==> src/rtl/player_hit_judge.sv <==
// Player collision and damage stage: bullet/player overlap detection, boom handshake
// back to the bullet generator, lives bookkeeping, invulnerability blink window and game over.
module player_hit_judge #(
  parameter int LIVES         = 3,
  parameter int INVULN_FRAMES = 120,
  parameter int BLINK_SHIFT   = 3,
  parameter int PLAYER_W      = 46,
  parameter int PLAYER_H      = 40,
  parameter int BULLET_W      = 10,
  parameter int BULLET_H      = 40,
  parameter int Y_OFFSET      = 480,
  parameter int BOOM_TIMEOUT  = 1023
) (
  input  logic       clk,
  input  logic       rst,
  input  logic       frame_tick,
  input  logic       restart,
  input  logic [9:0] pl_x,
  input  logic [9:0] pl_y,
  input  logic [9:0] eb_x,
  input  logic [9:0] eb_y,
  input  logic       enemybullet_exist,
  output logic       boom,
  output logic       hit_pulse,
  output logic [2:0] lives,
  output logic       player_visible,
  output logic       invulnerable,
  output logic       game_over
);

  localparam int BOOM_CNT_W = $clog2(BOOM_TIMEOUT + 1);

  localparam logic [10:0]           PW       = 11'(PLAYER_W);
  localparam logic [10:0]           PH       = 11'(PLAYER_H);
  localparam logic [10:0]           BW       = 11'(BULLET_W);
  localparam logic [10:0]           BH       = 11'(BULLET_H);
  localparam logic [10:0]           YOFS     = 11'(Y_OFFSET);
  localparam logic [9:0]            EB_Y_MAX = 10'd960;
  localparam logic [2:0]            LIVES_INIT = 3'(LIVES);
  localparam logic [7:0]            INVULN_INIT = 8'(INVULN_FRAMES);
  localparam logic [BOOM_CNT_W-1:0] BOOM_LAST = BOOM_CNT_W'(BOOM_TIMEOUT - 1);

  typedef enum logic [1:0] {
    ALIVE,
    INVULN,
    DEAD
  } state_t;

  state_t                  state, state_next;
  logic [2:0]              lives_next;
  logic [7:0]              timer, timer_next;
  logic [BLINK_SHIFT:0]    blink_cnt, blink_next;
  logic                    boom_next;
  logic [BOOM_CNT_W-1:0]   boom_cnt, boom_cnt_next;
  logic                    hit;

  // Widened to 11 bits so a box near the right/bottom edge cannot wrap around.
  logic [10:0] pl_x_w, pl_y_w, eb_x_w, eb_y_w;
  logic        overlap;

  assign pl_x_w = {1'b0, pl_x};
  assign pl_y_w = {1'b0, pl_y};
  assign eb_x_w = {1'b0, eb_x};
  assign eb_y_w = {1'b0, eb_y};

  assign overlap = (eb_x_w < pl_x_w + PW)
                && (eb_x_w + BW > pl_x_w)
                && (eb_y_w < pl_y_w + YOFS + PH)
                && (eb_y_w + BH > pl_y_w + YOFS);

  assign hit = overlap && enemybullet_exist && (eb_y <= EB_Y_MAX)
            && (state == ALIVE) && !boom;

  // NOTE: every variable written here gets a default first, so no path can leave one
  // unassigned and infer a latch.
  always_comb begin
    state_next = state;
    lives_next = lives;
    timer_next = timer;
    blink_next = blink_cnt;
    unique case (state)
      ALIVE: begin
        if (hit) begin
          lives_next = lives - 3'd1;
          if (lives == 3'd1) begin
            state_next = DEAD;
          end else begin
            state_next = INVULN;
            timer_next = INVULN_INIT;
            blink_next = '0;
          end
        end
      end
      INVULN: begin
        if (frame_tick) begin
          if (timer == 8'd0) begin
            state_next = ALIVE;
          end else begin
            timer_next = timer - 8'd1;
            blink_next = blink_cnt + 1'b1;
          end
        end
      end
      DEAD: begin
        if (restart) begin
          state_next = ALIVE;
          lives_next = LIVES_INIT;
          timer_next = '0;
          blink_next = '0;
        end
      end
      default: state_next = ALIVE;
    endcase
  end

  // The boom handshake runs independently of the life FSM so a fatal hit still retires its bullet.
  always_comb begin
    boom_next     = boom;
    boom_cnt_next = boom_cnt;
    if (hit) begin
      boom_next     = 1'b1;
      boom_cnt_next = '0;
    end else if (boom) begin
      if (!enemybullet_exist || boom_cnt == BOOM_LAST) begin
        boom_next     = 1'b0;
        boom_cnt_next = '0;
      end else begin
        boom_cnt_next = boom_cnt + 1'b1;
      end
    end
  end

  // NOTE: sequential state uses non-blocking assignments so every register samples
  // the pre-edge values regardless of statement order.
  always_ff @(posedge clk or posedge rst) begin
    if (rst) begin
      state     <= ALIVE;
      lives     <= LIVES_INIT;
      timer     <= '0;
      blink_cnt <= '0;
      boom      <= 1'b0;
      boom_cnt  <= '0;
      hit_pulse <= 1'b0;
    end else begin
      state     <= state_next;
      lives     <= lives_next;
      timer     <= timer_next;
      blink_cnt <= blink_next;
      boom      <= boom_next;
      boom_cnt  <= boom_cnt_next;
      hit_pulse <= hit;
    end
  end

  always_comb begin
    player_visible = 1'b1;
    unique case (state)
      ALIVE:   player_visible = 1'b1;
      INVULN:  player_visible = ~blink_cnt[BLINK_SHIFT];
      DEAD:    player_visible = 1'b0;
      default: player_visible = 1'b1;
    endcase
  end

  assign invulnerable = (state == INVULN);
  assign game_over    = (state == DEAD);

endmodule

==> config.mk <==
export PLATFORM = sky130hd
export DESIGN_NAME = player_hit_judge
export DESIGN_NICKNAME = d
export VERILOG_FILES = /design/src/rtl/player_hit_judge.sv
export SDC_FILE = /design/constraint.sdc
export NUM_CORES = 1
export LEC_CHECK = 0
export ABC_AREA = 1
export CORE_ASPECT_RATIO = 0.8
export CORE_UTILIZATION = 55
export CTS_CLUSTER_SIZE = 14
export DETAILED_ROUTE_END_ITERATION = 7
export GPL_TIMING_DRIVEN = 0
export PLACE_DENSITY = 0.82
export SYNTH_ARGS = -nofsm -noshare
export SYNTH_HDL_FRONTEND = slang
export SYNTH_SLANG_ARGS = --single-unit
==> constraint.sdc <==
create_clock -name clk -period 4 [get_ports clk]
set_clock_uncertainty 0.2 [all_clocks]
set_input_delay 0.8 -clock clk [delete_from_list [all_inputs] [get_ports clk]]
set_output_delay 0.8 -clock clk [all_outputs]
set_load 0.03 [all_outputs]
Yosys cells after proc, flatten, opt, wreduce, memory -nomap -nowiden
Index checks and enable logic that the tools add are counted.
Widths: inputs -> output; s select.
{"block": "totals", "reg_bits": 29, "output_inout_bits": 8}
{"block": "classes", "add_sub_neg": 9, "n_bitwise": 1, "muxes": 28, "order_cmp": 5, "eq_ne": 10, "reduce_logical": 18}
{"cell": "$mux 8", "n": 5}
{"cell": "$mux 10", "n": 3}
{"cell": "$pmux 8 s3", "n": 1}
{"cell": "$add 10x6->11 const B", "n": 2}
{"cell": "$lt 10x11->1", "n": 2}
{"cell": "$mux 4", "n": 5}
{"cell": "$pmux 4 s3", "n": 1}
{"cell": "$add 10x4->11 const B", "n": 1}
{"cell": "$add 10x9->11 const B", "n": 1}
{"cell": "$add 11x6->11 const B", "n": 1}
{"cell": "$gt 11x10->1", "n": 1}
{"cell": "$gt 11x11->1", "n": 1}
{"cell": "$add 10x1->10 const B", "n": 1}
{"cell": "$eq 10x10->1 const B", "n": 1}
{"cell": "$le 10x10->1 const B", "n": 1}
{"cell": "$mux 2", "n": 5}
{"cell": "$ne 2x2->1 const B", "n": 5}
{"cell": "$logic_not 8->1", "n": 1}
{"cell": "$sub 8x1->8 const B", "n": 1}
{"cell": "$logic_and 1x1->1", "n": 7}
{"cell": "$mux 3", "n": 2}
{"cell": "$pmux 2 s3", "n": 1}
{"cell": "$pmux 3 s2", "n": 1}
{"cell": "$reduce_and 6->1", "n": 1}
{"cell": "other kinds (16)", "n": 20}

Longest topological paths before layout
Gate-level depths: netlist of run 1.
{"block": "logic_depth", "ltp_word": 11, "depth_mapped": 22, "depth_no_buf": 21}

Worst setup path before layout of run 1
OpenSTA, ideal clock, no wires.
{"block": "synth_path", "kind": "input to register", "from": "input port pl_y[5]", "to": "register timer[2]", "required_time_ps": 3683, "t_arrival_ps": 2874, "path_stages": 19, "path_buffers": 1, "setup_slack_ps": 808, "setup_ps": 117, "cell_sequence": "inv_2 ha_1 xnor2_1 nor3_4 xnor2_1 ha_1 nand2_1 inv_1 nand2_1 nand2_1 nand2_1 nand2_1 a21oi_4 nand4_4 nand2_4 nand3_4 buf_6 nand2_1 nand2_1"}
{"block": "synth_between", "elab_chain_cells": 11}
{"element": "from (decl)", "line_no": "19", "text": "input logic [9:0] pl_y,"}
{"element": "$add 10x9->11 (*)", "line_no": "68, 69"}
{"element": "$add 11x6->11", "line_no": "68", "text": "&& (eb_y_w < pl_y_w + YOFS + PH)"}
{"element": "$lt 10x11->1", "line_no": "68"}
{"element": "$logic_and 1x1->1", "line_no": "68"}
{"element": "$logic_and 1x1->1 (*)", "line_no": "69", "text": "&& (eb_y_w + BH > pl_y_w + YOFS);"}
{"element": "$logic_and 1x1->1 (*) (2 in a row)", "line_no": "71", "text": "assign hit = overlap && enemybullet_exist && (eb_y <= EB_Y_MAX)"}
{"element": "$logic_and 1x1->1 (*) (2 in a row)", "line_no": "72", "text": "&& (state == ALIVE) && !boom;"}
{"element": "$ne 2x2->1 (no line) (*)"}
{"element": "$reduce_and 6->1 (no line) (*)"}
{"element": "to (signal assigned)", "line_no": "147", "text": "timer <= timer_next;"}
{"element": "to (decl)", "line_no": "51", "text": "logic [7:0] timer, timer_next;"}
Every way passes the cells marked *; elsewhere a longest branch is shown, timed or not.
A chain may end at the register's enable or synchronous reset.

Worst setup path after layout of run 1
{"block": "layout_path", "from": "input port pl_y[6]", "to": "register timer[2]"}
The elaborated chain is that of the path after synthesis.

==> metrics.cfg, run 1 <==
[pwr]
power_mw = 1.72
ir_drop_uv = 223
power_density_mw_per_mm2 = 424
p_leak_nw = 2.12

[finish]
antenna_cells = 0
area_growth_pct = 21.5
final_area_mm2 = 0.00406
layout-drive-gt1-share_pct = 4.44
nets = 639

[timing]
setup_viol = 0
fin_crit_ps = 3690
rsz0062_at_grt = no
tightest_slew_ps = 1110
finalSetupTns_ps = 0
fmax_mhz = 271
period_share_pct = 92.2
relSlewSlack_pct = 25.7
hold_viol_final = 0
holdWs_ps = 285
drv_slew = 0

[critical_path]
cp_max_fo = 10
cp.required_ps = 3980
cp-end-kind = register
reg2regPathDepth = 8
startpoint_type = input pin
critPathKind = in2reg
ff2ff_setup_slack_ps = 1380
critical_path_arrival_ps = 3670

[cts]
insertion_delay_ps = 290
cts_setup_buffers = 0
clkSinkCount = 29
clk_pin_slew_ps = 60
cts_max_level = 2
cts_tree = built
holdBufCountCts = 0
root_buffer = clkbuf_8
cts_buffer_depth = 2
numCtsBuffers = 5

[synthesis]
yosysSeqAreaShare_pct = 21.8
syn_avg_cell_area_um2 = 6.95
yosysWarnings = 0
yosys-top-cells-area = ha_1, dfrtp_1, nand2_1, inv_1, xor2_1
netlist_area_mm2 = 0.00334
synth_top_area_share_pct = 20.6
syn-num-nets = 580
syn_inst = 480
yosys.area.top_type = ha_1
ys_seq_elements = 29
synth_cell_types = 34

[placed_design]
gp_congestion = 0.864
hpwlAfterDp_um = 5830
io_buffers = 52
place_area_mm2 = 0.00396

[detailed_routing]
first_iter_violations = 156
ant_nets = 0
wirelength_um = 7310
routedWlPerCell_um = 11.8
vias = 3195
dr.pass1.iters = 4
drc = 0
via_per_inst = 5.17

[die]
die_w_um = 89.1
initial_core_util_pct = 59.1
coreArea_mm2 = 0.00565
die_h_um = 71.7
rows = 24
io_pins = 53
die_area_mm2 = 0.00639

[grt]
antenna_found_initial = 0
globalRouteOverflowTotal = 0
grt_usage_pct = 24.8
grt_max_degree = 30
grt_pass1_vias = 3016
grt_first_pass_wirelength_um = 12500

[hold_path]
min_path_cells = 2
hold_path_class = reg2reg

[outcome]
status = finished clean

[flow_run]
max_cap_violations = 0

==> path summary, 6_finish.rpt <==
kind                          start      endpoint
max                         pl_y[6]      timer[2]
min                        timer[6]      timer[6]
max reg2reg                state[1]  blink_cnt[0]
min reg2reg                timer[6]      timer[6]
max in group asynchronous       rst      timer[4]
min in group asynchronous       rst          boom
==> critical path, stage by stage <==
cell and delay, ps:
clkdlybuf4s50_1 500, inv_1 70, ha_1 230, nand2_1 100, xor2_1 200, inv_1 100
ha_1 290, nand2_1 90, nor2_1 80, nand3b_1 80, nand3_1 70, a21oi_1 120
nand2_1 110, a21oi_4 160, nand4_4 150, nand2_4 150, nand3_4 90, buf_6 170
nand2_1 50, nand2_1 50
==> metal layers <==
layer	vias to the layer above	track usage [%]	share of wire [%]
li1	1666	-	-
met1	1439	33.3	49
met2	82	41.1	45
met3	8	4.38	5.3
met4	0	6.70	0.89
met5	-	0	0
==> power by group <==
| part | total (mW) | switching, mW | internal (mW) |
|---|---|---|---|
| Combinational | 1.01 | 0.610 | 0.397 |
| Sequential | 0.458 | 0.0798 | 0.378 |
| Clock | 0.257 | 0.117 | 0.140 |
==> placed cells by master, fill, tap and decap left out, types with 4 or more instances in the layout <==
cell type        netlist  final
nand3_1               26     26
dfrtp_1               27     27
nand4_1               19     19
xor2_1                18     18
clkdlybuf4s50_1        0     51
ha_1                  55     55
xnor2_1               15     14
nor2_1                40     40
clkbuf_1               2      4
inv_1                 79     79
nand2_1              125    125
o21ai_0               11     10
nor3_1                10     10
a21oi_1               25     25
clkbuf_8               0      6
==> metrics by stage <==
step	instances	util (%)	worst slack [ps]
finish	618	71.9	312
global route	618	71.9	52.9
CTS	618	71.7	121
detailed placement	610	70.1	-162
global placement	610	70.1	-66.8
floorplan	480	-	808
==> synth_stat cells <==
| master | count |
|---|---|
| a21oi_1 | 25 |
| buf_4 | 1 |
| inv_2 | 3 |
| xnor2_1 | 15 |
| clkbuf_1 | 2 |
| nand4_4 | 1 |
| nor4_1 | 1 |
| buf_6 | 1 |
| o22ai_1 | 3 |
| dfrtp_1 | 27 |
| nand3_4 | 1 |
| nor2_1 | 40 |
| ha_1 | 55 |
| or2_1 | 1 |
| o21ai_2 | 1 |
| o21ai_0 | 11 |
| o31ai_1 | 1 |
| nand4_1 | 19 |
| nand2_1 | 125 |
| inv_1 | 79 |
| a21o_1 | 1 |
| nand3b_1 | 1 |
| nor3_1 | 10 |
| nand2_4 | 1 |
| o32ai_1 | 2 |
| dfstp_2 | 2 |
| nor3_4 | 1 |
| nor4_2 | 1 |
| nand3_1 | 26 |
| xor2_1 | 18 |
| or2_2 | 2 |
| buf_2 | 1 |
| o21a_1 | 1 |
| a21oi_4 | 1 |
==> registers in the layout (all words and copies together) (netlist names) <==
register and flops:
boom_cnt 10, timer 8, blink_cnt 4, lives 3, state 2, boom 1
hit_pulse 1
==> area by class of cell <==
type	count	area, um^2
Tap cell	78	97.6
Multi-Input combinational cell	364	2280
Clock buffer	8	90.1
Timing Repair Buffer	52	523
Inverter	82	308
Sequential cell	29	728
Fill cell	485	1590
Buffer	5	31.3
==> kinds of logic after synthesis <==
logic type                 after synthesis  synth area share, %
and+or+nand+nor                        230                 30.8
buffers and inverters                   87                 10.2
adders and majority gates               55                 20.6
AOI/OAI and AO/OA                       46                 7.91
xor gates and xnor gates                33                 8.66
DFF                                     29                 21.8
==> timing repair <==
| item | CTS | global route |
|---|---|---|
| hold endpoints to repair | 0 | 0 |
| resized for setup | 0 | 3 |
| setup endpoints to repair | 0 | 18 |
(Power assumes the default switching activity.)
==> inputs of run 2 (changes only) <==
--- a/config.mk
+++ b/config.mk
@@ -6,6 +6,7 @@
 export NUM_CORES = 1
 export LEC_CHECK = 0
 export ABC_AREA = 1
+export ABC_CLOCK_PERIOD_IN_PS = 4000
 export CORE_ASPECT_RATIO = 0.8
 export CORE_UTILIZATION = 55
 export CTS_CLUSTER_SIZE = 14
==> results of run 2 <==
The final DEF is identical to that of run 1; final timing and power are the same.
==> inputs of run 3 (changes only) <==
--- a/config.mk
+++ b/config.mk
@@ -13,6 +13,7 @@
 export DETAILED_ROUTE_END_ITERATION = 7
 export GPL_TIMING_DRIVEN = 0
 export PLACE_DENSITY = 0.82
+export SETUP_SLACK_MARGIN = 0.3
 export SYNTH_ARGS = -nofsm -noshare
 export SYNTH_HDL_FRONTEND = slang
 export SYNTH_SLANG_ARGS = --single-unit
==> metrics.cfg, run 3 (synthesis gave the netlist of run 1 again) <==
[grt]
globalRouteOverflowTotal = 0  ; unchanged
grt_pass1_vias = 3014  ; was 3016
grt_first_pass_wirelength_um = 12500  ; unchanged
grt_max_degree = 30  ; unchanged
grt_usage_pct = 24.8  ; about the same
antenna_found_initial = 0  ; unchanged

[placed_design]
place_area_mm2 = 0.00396  ; unchanged
io_buffers = 52  ; unchanged
hpwlAfterDp_um = 5830  ; unchanged
place_inst = 610  ; unchanged
post-place-ws_ps = -162  ; unchanged
gp_congestion = 0.864  ; unchanged

[pwr]
power_mw = 1.76  ; was 1.72 mW
sequentialPowerShare_pct = 26.1  ; was 26.6%
p_leak_nw = 2.22  ; was 2.12 nW
netSwitchingFraction_pct = 46.6  ; was 46.9%
ir_drop_uv = 223  ; about the same
pwr-share-clk_pct = 14.7  ; was 14.9%
combPwrFrac_pct = 59.3  ; was 58.5%
p_int_uw = 938  ; was 915 uW
power_switching_uw = 819  ; was 807 uW
power_density_mw_per_mm2 = 418  ; was 424 mW/mm^2

[die]
die_area_mm2 = 0.00639  ; unchanged
rows = 24  ; unchanged
initial_core_util_pct = 59.1  ; unchanged
die_h_um = 71.7  ; unchanged
io_pins = 53  ; unchanged
die_w_um = 89.1  ; unchanged
coreArea_mm2 = 0.00565  ; unchanged

[finish]
layout-drive-gt1-share_pct = 8.64  ; was 4.44%
top_register = boom_cnt  ; unchanged
layout_common_cells = nand2_1, inv_1, ha_1  ; unchanged
largest_reg_flops = 10  ; unchanged
antenna_cells = 0  ; unchanged
nets = 643  ; was 639
layout_commonest_cell = nand2_1  ; unchanged
top_regs = boom_cnt: 10 flops, timer: 8 flops, blink_cnt: 4 flops  ; unchanged
area_growth_pct = 25.8  ; was 21.5%
final_area_mm2 = 0.00420  ; was 0.00406 mm^2
num-fill-cells = 457  ; was 485
finalNonFillerCells = 622  ; was 618

[cts]
insertion_delay_ps = 290  ; about the same
holdBufCountCts = 0  ; unchanged
clkSinkCount = 29  ; unchanged
root_buffer = clkbuf_8  ; unchanged
cts_tree = built  ; unchanged
cts_max_level = 2  ; unchanged
cts_buffer_depth = 2  ; unchanged
clk_pin_slew_ps = 60  ; about the same
numCtsBuffers = 5  ; unchanged

[detailed_routing]
vias = 3246  ; was 3195
drc = 0  ; unchanged
via_per_inst = 5.22  ; was 5.17
wirelength_um = 7670  ; was 7310 um
dr.pass1.iters = 5  ; was 4
first_iter_violations = 134  ; was 156
routedWlPerCell_um = 12.3  ; was 11.8 um
ant_nets = 0  ; unchanged

[timing]
rsz0062_at_grt = no  ; unchanged
tightest_slew_ps = 1120  ; was 1110 ps
period_share_pct = 86.7  ; was 92.2%
fmax_mhz = 288  ; was 271 MHz
holdWs_ps = 287  ; was 285 ps
hold_viol_final = 0  ; unchanged
timing.final.ws_setup_ps = 531  ; was 312 ps
drv_slew = 0  ; unchanged
setup_viol = 0  ; unchanged
relSlewSlack_pct = 25.3  ; was 25.7%
fin_crit_ps = 3470  ; was 3690 ps

[hold_path]
hold_path_class = reg2reg  ; unchanged

[critical_path]
critical_path_arrival_ps = 3450  ; was 3670 ps
startpoint_type = input pin  ; unchanged
cp-end-kind = register  ; unchanged
cp.required_ps = 3980  ; about the same
critPathKind = in2reg  ; unchanged
cp_max_fo = 10  ; unchanged

[flow_run]
max_cap_violations = 0  ; unchanged

[outcome]
status = finished clean  ; unchanged

[run 3: cell count changes in the layout (fill, tap and decap cells not counted), moves of 3 or more]
cell | before | now
dlymetal6s2s_1 | 1 | 10
nand2_1 | 125 | 120
a21oi_1 | 25 | 22
buf_4 | 1 | 4
clkdlybuf4s50_1 | 51 | 41
ha_1 | 55 | 52
a21oi_2 | 0 | 3
nand2_2 | 0 | 5
[run 3: final cells by class]
cell class	instances	area (um^2)	share of cell area (%)
flip-flops and latches	29	728	17.3
multi-input cells	364	2370	56.4
repair buffers	56	574	13.7
plain buffers	5	35.0	0.834
well taps	78	97.6	2.32
clock buffers	8	90.1	2.14
inverters	82	308	7.33
[run 3: path summary, 6_finish.rpt]
kind,from,to,slack (ps),cells past startpoint
min reg2reg,lives[1],lives[1],290,2
max in group asynchronous,rst,timer[4],2030,2
max,eb_y[8],timer[2],530,18
min in group asynchronous,rst,timer[0],900,2
max reg2reg,state[1],blink_cnt[0],1420,8
min,lives[1],lives[1],290,2
[run 3: layer usage]
metal | GRT usage [%] | vias up | part of all wire (%)
li1 | - | 1675 | -
met1 | 33.4 | 1494 | 49
met2 | 41.1 | 68 | 46
met3 | 4.38 | 9 | 4.2
met4 | 6.70 | 0 | 0.98
met5 | 0 | - | 0
[run 3: what timing repair did]
action | CTS | global route
setup buffers | 0 | 4
setup endpoints to repair | 26 | 26
resized for setup | 3 | 33
pin swaps | 0 | 6
[run 3: power groups by stage]
| stage | Sequential [mW] | Clock [mW] | Combinational (mW) |
|---|---|---|---|
| after floorplan | 0.471 | 0 | 0.701 |
| after global placement | 0.456 | 0 | 0.969 |
| after detailed placement | 0.459 | 0 | 0.998 |
| after CTS | 0.455 | 0.261 | 1.00 |
| after global routing | 0.466 | 0.272 | 1.16 |
| final | 0.458 | 0.258 | 1.04 |
[run 3: critical path: stages]
cell	delay, ps
clkdlybuf4s50_1	550
nand3_1	140
nor2_1	140
xor2_1	160
ha_1	240
nand2_1	90
nor2_1	80
nand3b_1	80
nand3_1	70
a21oi_1	130
nand2_1	110
a21oi_4	170
nand4_4	160
nand2_4	150
nand3_4	90
buf_6	170
nand2_1	50
nand2_1	50
[run 3: stage by stage]
step / TNS [ps] / utilization, %
after global routing: 0 / 74.4
final: 0 / 74.4
after detailed placement: -2020 / 70.1
after floorplan: 0 / -
after global placement: -625 / 70.1
after CTS: 0 / 71.8
